<file path="src/rtl/adc_pkg.sv">
// Shared types and frame constants for the MCP3002-style SPI ADC sampler.
package adc_pkg;

   typedef enum logic [2:0] {
      IDLE,
      START,
      SCK_HI,
      SCK_LO,
      DONE
   } adc_state_t;

   localparam int FRAME_BITS     = 16;
   localparam int NULL_IDX       = 4;
   localparam int DATA_FIRST_IDX = 5;
   localparam int DATA_LAST_IDX  = 14;
   localparam int CMD_BITS       = 4;
   localparam int DATA_WIDTH     = 10;

   // Bit 0 goes out first: start, single-ended, channel select, MSB-first.
   function automatic logic [FRAME_BITS-1:0] build_cmd(input logic channel);
      logic [FRAME_BITS-1:0] cmd;
      cmd = '0;
      cmd[CMD_BITS-1:0] = {1'b1, channel, 1'b1, 1'b1};
      return cmd;
   endfunction

endpackage

</file>
<file path="src/rtl/sample_tick.sv">
// Free-running sample-rate divider; pulses tick for one cycle every SAMPLE_DIV cycles.
module sample_tick
   import adc_pkg::*;
#(
   parameter int SAMPLE_DIV = 5000
) (
   input  logic sysclk,
   input  logic rst,
   output logic tick
);

   localparam int CW = $clog2(SAMPLE_DIV);

   logic [CW-1:0] count;

   always_ff @(posedge sysclk) begin
      if (rst) begin
         count <= '0;
      end else if (count == CW'(SAMPLE_DIV - 1)) begin
         count <= '0;
      end else begin
         count <= count + CW'(1);
      end
   end

   assign tick = (count == CW'(SAMPLE_DIV - 1));

endmodule

</file>
<file path="src/rtl/adc_spi_sampler.sv">
// One SPI conversion per sample tick; result held on data_out with a level data_valid.
module adc_spi_sampler
   import adc_pkg::*;
#(
   parameter int   CLK_DIV    = 25,
   parameter int   SAMPLE_DIV = 5000,
   parameter logic CHANNEL    = 1'b0
) (
   input  logic                  sysclk,
   input  logic                  rst,
   input  logic                  adc_dout,
   output logic                  adc_cs,
   output logic                  adc_sck,
   output logic                  adc_din,
   output logic [DATA_WIDTH-1:0] data_out,
   output logic                  data_valid
);

   localparam int DW = $clog2(CLK_DIV);
   localparam logic [FRAME_BITS-1:0] CMD = build_cmd(CHANNEL);

   adc_state_t            state;
   adc_state_t            next_state;
   logic [DW-1:0]         div_cnt;
   logic [3:0]            bit_idx;
   logic [DATA_WIDTH-1:0] rx_shift;
   logic [DATA_WIDTH-1:0] data_q;
   logic                  valid_q;
   logic                  din_q;
   logic                  dout_meta;
   logic                  dout_sync;
   logic                  tick;
   logic                  phase_end;
   logic                  last_bit;
   logic                  in_data_window;
   logic                  next_cmd_bit;

   sample_tick #(
      .SAMPLE_DIV(SAMPLE_DIV)
   ) u_sample_tick (
      .sysclk(sysclk),
      .rst   (rst),
      .tick  (tick)
   );

   assign phase_end      = (div_cnt == DW'(CLK_DIV - 1));
   assign last_bit       = (bit_idx == 4'(FRAME_BITS - 1));
   assign in_data_window = (bit_idx >= 4'(DATA_FIRST_IDX)) && (bit_idx <= 4'(DATA_LAST_IDX));
   assign next_cmd_bit   = last_bit ? 1'b0 : CMD[bit_idx + 4'd1];

   always_ff @(posedge sysclk) begin
      if (rst) begin
         state <= IDLE;
      end else begin
         state <= next_state;
      end
   end

   // Chip select and SCK are pure state decodes so their edges line up with phase boundaries.
   always_comb begin
      next_state = state;
      adc_cs     = 1'b1;
      adc_sck    = 1'b0;
      case (state)
         IDLE: begin
            if (tick) next_state = START;
         end
         START: begin
            adc_cs = 1'b0;
            if (phase_end) next_state = SCK_HI;
         end
         SCK_HI: begin
            adc_cs  = 1'b0;
            adc_sck = 1'b1;
            if (phase_end) next_state = SCK_LO;
         end
         SCK_LO: begin
            adc_cs = 1'b0;
            if (phase_end) next_state = last_bit ? DONE : SCK_HI;
         end
         DONE: begin
            next_state = IDLE;
         end
         default: begin
            next_state = IDLE;
         end
      endcase
   end

   // MISO crosses in through two flops; the half-period is long enough to absorb the delay.
   always_ff @(posedge sysclk) begin
      if (rst) begin
         dout_meta <= 1'b0;
         dout_sync <= 1'b0;
      end else begin
         dout_meta <= adc_dout;
         dout_sync <= dout_meta;
      end
   end

   // Datapath updates happen on state transitions so valid/data and din coincide with cs/sck edges.
   always_ff @(posedge sysclk) begin
      if (rst) begin
         div_cnt  <= '0;
         bit_idx  <= '0;
         rx_shift <= '0;
         data_q   <= '0;
         valid_q  <= 1'b0;
         din_q    <= 1'b0;
      end else begin
         if (state == IDLE || state == DONE || phase_end) begin
            div_cnt <= '0;
         end else begin
            div_cnt <= div_cnt + DW'(1);
         end
         case (state)
            IDLE: begin
               if (tick) begin
                  din_q   <= CMD[0];
                  valid_q <= 1'b0;
                  bit_idx <= '0;
               end
            end
            SCK_HI: begin
               if (div_cnt == '0 && in_data_window) begin
                  rx_shift <= {rx_shift[DATA_WIDTH-2:0], dout_sync};
               end
               if (phase_end) din_q <= next_cmd_bit;
            end
            SCK_LO: begin
               if (phase_end) begin
                  if (last_bit) begin
                     data_q  <= rx_shift;
                     valid_q <= 1'b1;
                     din_q   <= 1'b0;
                  end else begin
                     bit_idx <= bit_idx + 4'd1;
                  end
               end
            end
            default: begin
            end
         endcase
      end
   end

   assign adc_din    = din_q;
   assign data_out   = data_q;
   assign data_valid = valid_q;

endmodule

</file>
<file path="config.mk">
export PLATFORM = sky130hd
export DESIGN_NAME = adc_spi_sampler
export DESIGN_NICKNAME = d
export VERILOG_FILES = /design/src/rtl/adc_pkg.sv /design/src/rtl/sample_tick.sv /design/src/rtl/adc_spi_sampler.sv
export SDC_FILE = /design/constraint.sdc
export NUM_CORES = 1
export LEC_CHECK = 0
export CORE_ASPECT_RATIO = 2
export CORE_MARGIN = 2
export CORE_UTILIZATION = 50
export DETAILED_ROUTE_END_ITERATION = 12
export GPL_TIMING_DRIVEN = 0
export PLACE_DENSITY = 0.73
export SKIP_LAST_GASP = 1
export SLEW_MARGIN = 5
export SYNTH_ARGS = -nofsm -noshare
export SYNTH_HDL_FRONTEND = slang
export SYNTH_SLANG_ARGS = --single-unit
</file>
<file path="constraint.sdc">
create_clock -name sysclk -period 2.8 [get_ports sysclk]
set_input_delay 0.42 -clock sysclk [delete_from_list [all_inputs] [get_ports sysclk]]
set_output_delay 0.42 -clock sysclk [all_outputs]
set_load 0.02 [all_outputs]
</file>
==> reports/metrics.yaml <==
outcome: "finished, final reports clean"
drtAntennaViolNets: 0
synthCells: 241
synth-async-reset-ratio_pct: 0
p_leak_nw: 0.867
critPathArrivalTime_ns: 1.66
crit_path_start_kind: "flip-flop"
report.final.hold_viol_count: 0
track_usage_pct: 18.9
ctsHoldBuffers: 0
final_common_cell: "dfxtp_1"
cts_tree: "done"
synth_top_family_by_area: "simple AND/OR/NAND/NOR gates"
cts_buffer_depth: 2
cts_htree_levels: 2
path_clk_slew_ns: 0.09
cts_root_buffer: "clkbuf_8"
finalWirelength_mm: 4.10
hp-class: "flip-flop to flip-flop"
post_drt_wl_per_cell_um: 13.0
mappedNetlistNets: 252
path_class: "flip-flop to output port"
first_global_vias: 1616
dr.pass1.iters: 4
fin_hold_ws_ns: 0.446
clock-sinks: 49
antenna_found_initial: 0
start_util_pct: 52.2
required_ns: 2.38
clock_power_share_pct: 45.2
antenna_cells: 0
p_int_mw: 1.07
yosys.area_share.simple_pct: 27.1
grt_pass1_wl_mm: 6.88
cts_setup_buffers: 0
crit_fanout: 10
grt_start_max_net_pins: 17
gp_congestion: 0.769
synth_top_area_share_pct: 46.0
maxSlewViolCount: 0
viasPerCell: 5.20
slew-limit-headroom_pct: 66.1
drtIter0Drc: 50
ys_seq_area_share_pct: 46.0
end_kind: "output port"
max_freq_ghz: 0.480
cts_buffers: 5
synth_compound_area_share_pct: 7.74
synth.avg_cell_area_sq_um: 8.85
synth_area_leader_cell: "dfxtp_1"
nets: 274
synth_xor_area_share_pct: 4.93
synth_edf_count: 0
power_switching_mw: 0.259
finClkSkew_ns: 0.00825
place_area_sq_mm: 0.00235
final.setup.tns_ns: 0
io_pins: 17
power.share.sequential_pct: 53.1
maxCapViolations: 0
dp_hpwl_mm: 3.04
via_count: 1644
io_buffers: 15
worstHoldStart: "dout_meta$_SDFF_PP0_"
synthTopCellsByArea: "dfxtp_1 (46%), nor2_1 (7.2%), nand2_1 (5.5%)"
yosys_most_used_dff: "dfxtp_1"
fp.dieH_um: 96.4
ys_ff_latch: 49
yosys.cell_types.count: 40
drc: 0
power_mw: 1.33
clock_latency_ns: 0.31
startpoint: "state[0]$_SDFFE_PP0P_"
syn_area_sq_mm: 0.00213
die_x_um: 50.2
power.density_mw_per_mm2: 534
area_growth_pct: 16.5
stdcell_area_sq_mm: 0.00249
die-area_sq_mm: 0.00484
r2r_start: "bit_idx[0]$_SDFFE_PP0P_"
setup_viol: 0
synthMuxAreaShare_pct: 5.22
yosys_warnings: 0
vdd_ir_drop_max_uv: 516
grt-ovfl-total: 0
mostFrequentLayoutCells: "dfxtp_1 (49), nor2_1 (41), nand2_1 (31), a21oi_1 (18), clkdlybuf4s50_1 (15)"
final_layout_size_suffix_gt1_share_pct: 8.33
combPwrFrac_pct: 1.7
final.min_clock_period_ns: 2.08
synth-adder-area-share_pct: 4.69
fp-row-count: 33
p_sw_share_pct: 19.5
tightestPinTransition_ns: 0.508
rrSetupSlack_ns: 1.01
core_area_sq_mm: 0.00409
period_share_pct: 74.4
rsz0062_at_grt: "false"
cts_resized: 0
## final cells by class
class,instances,area [sq um]
sequential,49,981
clock buffer,5,68.8
timing repair buffer,15,150
clock inverter,3,68.8
fill,361,1600
multi-input combinational,174,1060
buffer,11,66.3
tap,52,65.1
inverter,7,26.3
## stage by stage
| stage | setup WS (ns) | util, % | cells |
|---|---|---|---|
| 2_1_floorplan | 1.17 | - | 241 |
| 3_3_place_gp | 1.05 | 57.5 | 308 |
| 3_5_place_dp | 1.04 | 57.5 | 308 |
| 4_1_cts | 0.696 | 60.8 | 316 |
| 5_1_grt | 0.622 | 60.8 | 316 |
| 6_report | 0.716 | 60.8 | 316 |
## Yosys cell counts (2+ instances only)
cell,number
buf_4,4
buf_2,2
mux2i_1,10
and4_1,2
nor2b_1,4
ha_1,8
a211oi_1,3
nand2b_1,3
dfxtp_1,49
inv_1,7
nand3b_1,2
xnor2_1,4
nand2_1,31
and3_1,3
nand3_1,7
nor3_1,4
clkbuf_1,4
a21oi_1,18
xor2_1,8
nor2_1,41
nand4_1,4
o21ai_0,3
or3_1,3
## sequential cells by signal, summed over array words and instances, names as in the netlist
register and count:
adc_din 1, bit_idx 4, data_out 10, data_valid 1, div_cnt 5, dout_meta 1, dout_sync 1, rx_shift 10
state 3, u_sample_tick.count 13
## kinds of logic after synthesis
kind of cell,count (synthesis)
AOI/OAI and AO/OA,28
xor gates and xnor gates,12
adders and majority gates,8
buffers and inverters,18
DFF,49
muxes,11
and+or+nand+nor,115
## power groups by stage
stage	combinational [mW]	sequential, mW	clock [mW]
after detailed placement	0.0231	0.721	0
after global placement	0.0227	0.721	0
after floorplan	0.0161	0.720	0
after CTS	0.0230	0.704	0.612
final	0.0224	0.704	0.600
after global routing	0.0251	0.705	0.638
## final timing paths
check,endpoint,cells after the start
setup / recovery,adc_cs,4
hold / removal,dout_sync$_SDFF_PP0_,1
setup reg to reg,bit_idx[0]$_SDFFE_PP0P_,6
hold reg to reg,dout_sync$_SDFF_PP0_,1
## metal layers
layer / vias up / wire length [um] / track usage (%)
met4: 0 / 109 / 9.49
met2: 23 / 2350 / 38.2
met3: 7 / 101 / 3.69
met1: 761 / 1530 / 17.0
li1: 853 / - / -
met5: - / 0 / 0
## critical path, stage by stage, from the launching register on
cell and delay (ns):
dfxtp_1 0.32, buf_4 0.16, nor2_1 0.06, or2_2 0.28, clkdlybuf4s50_1 0.54
Power figures use the tool's default switching activity.
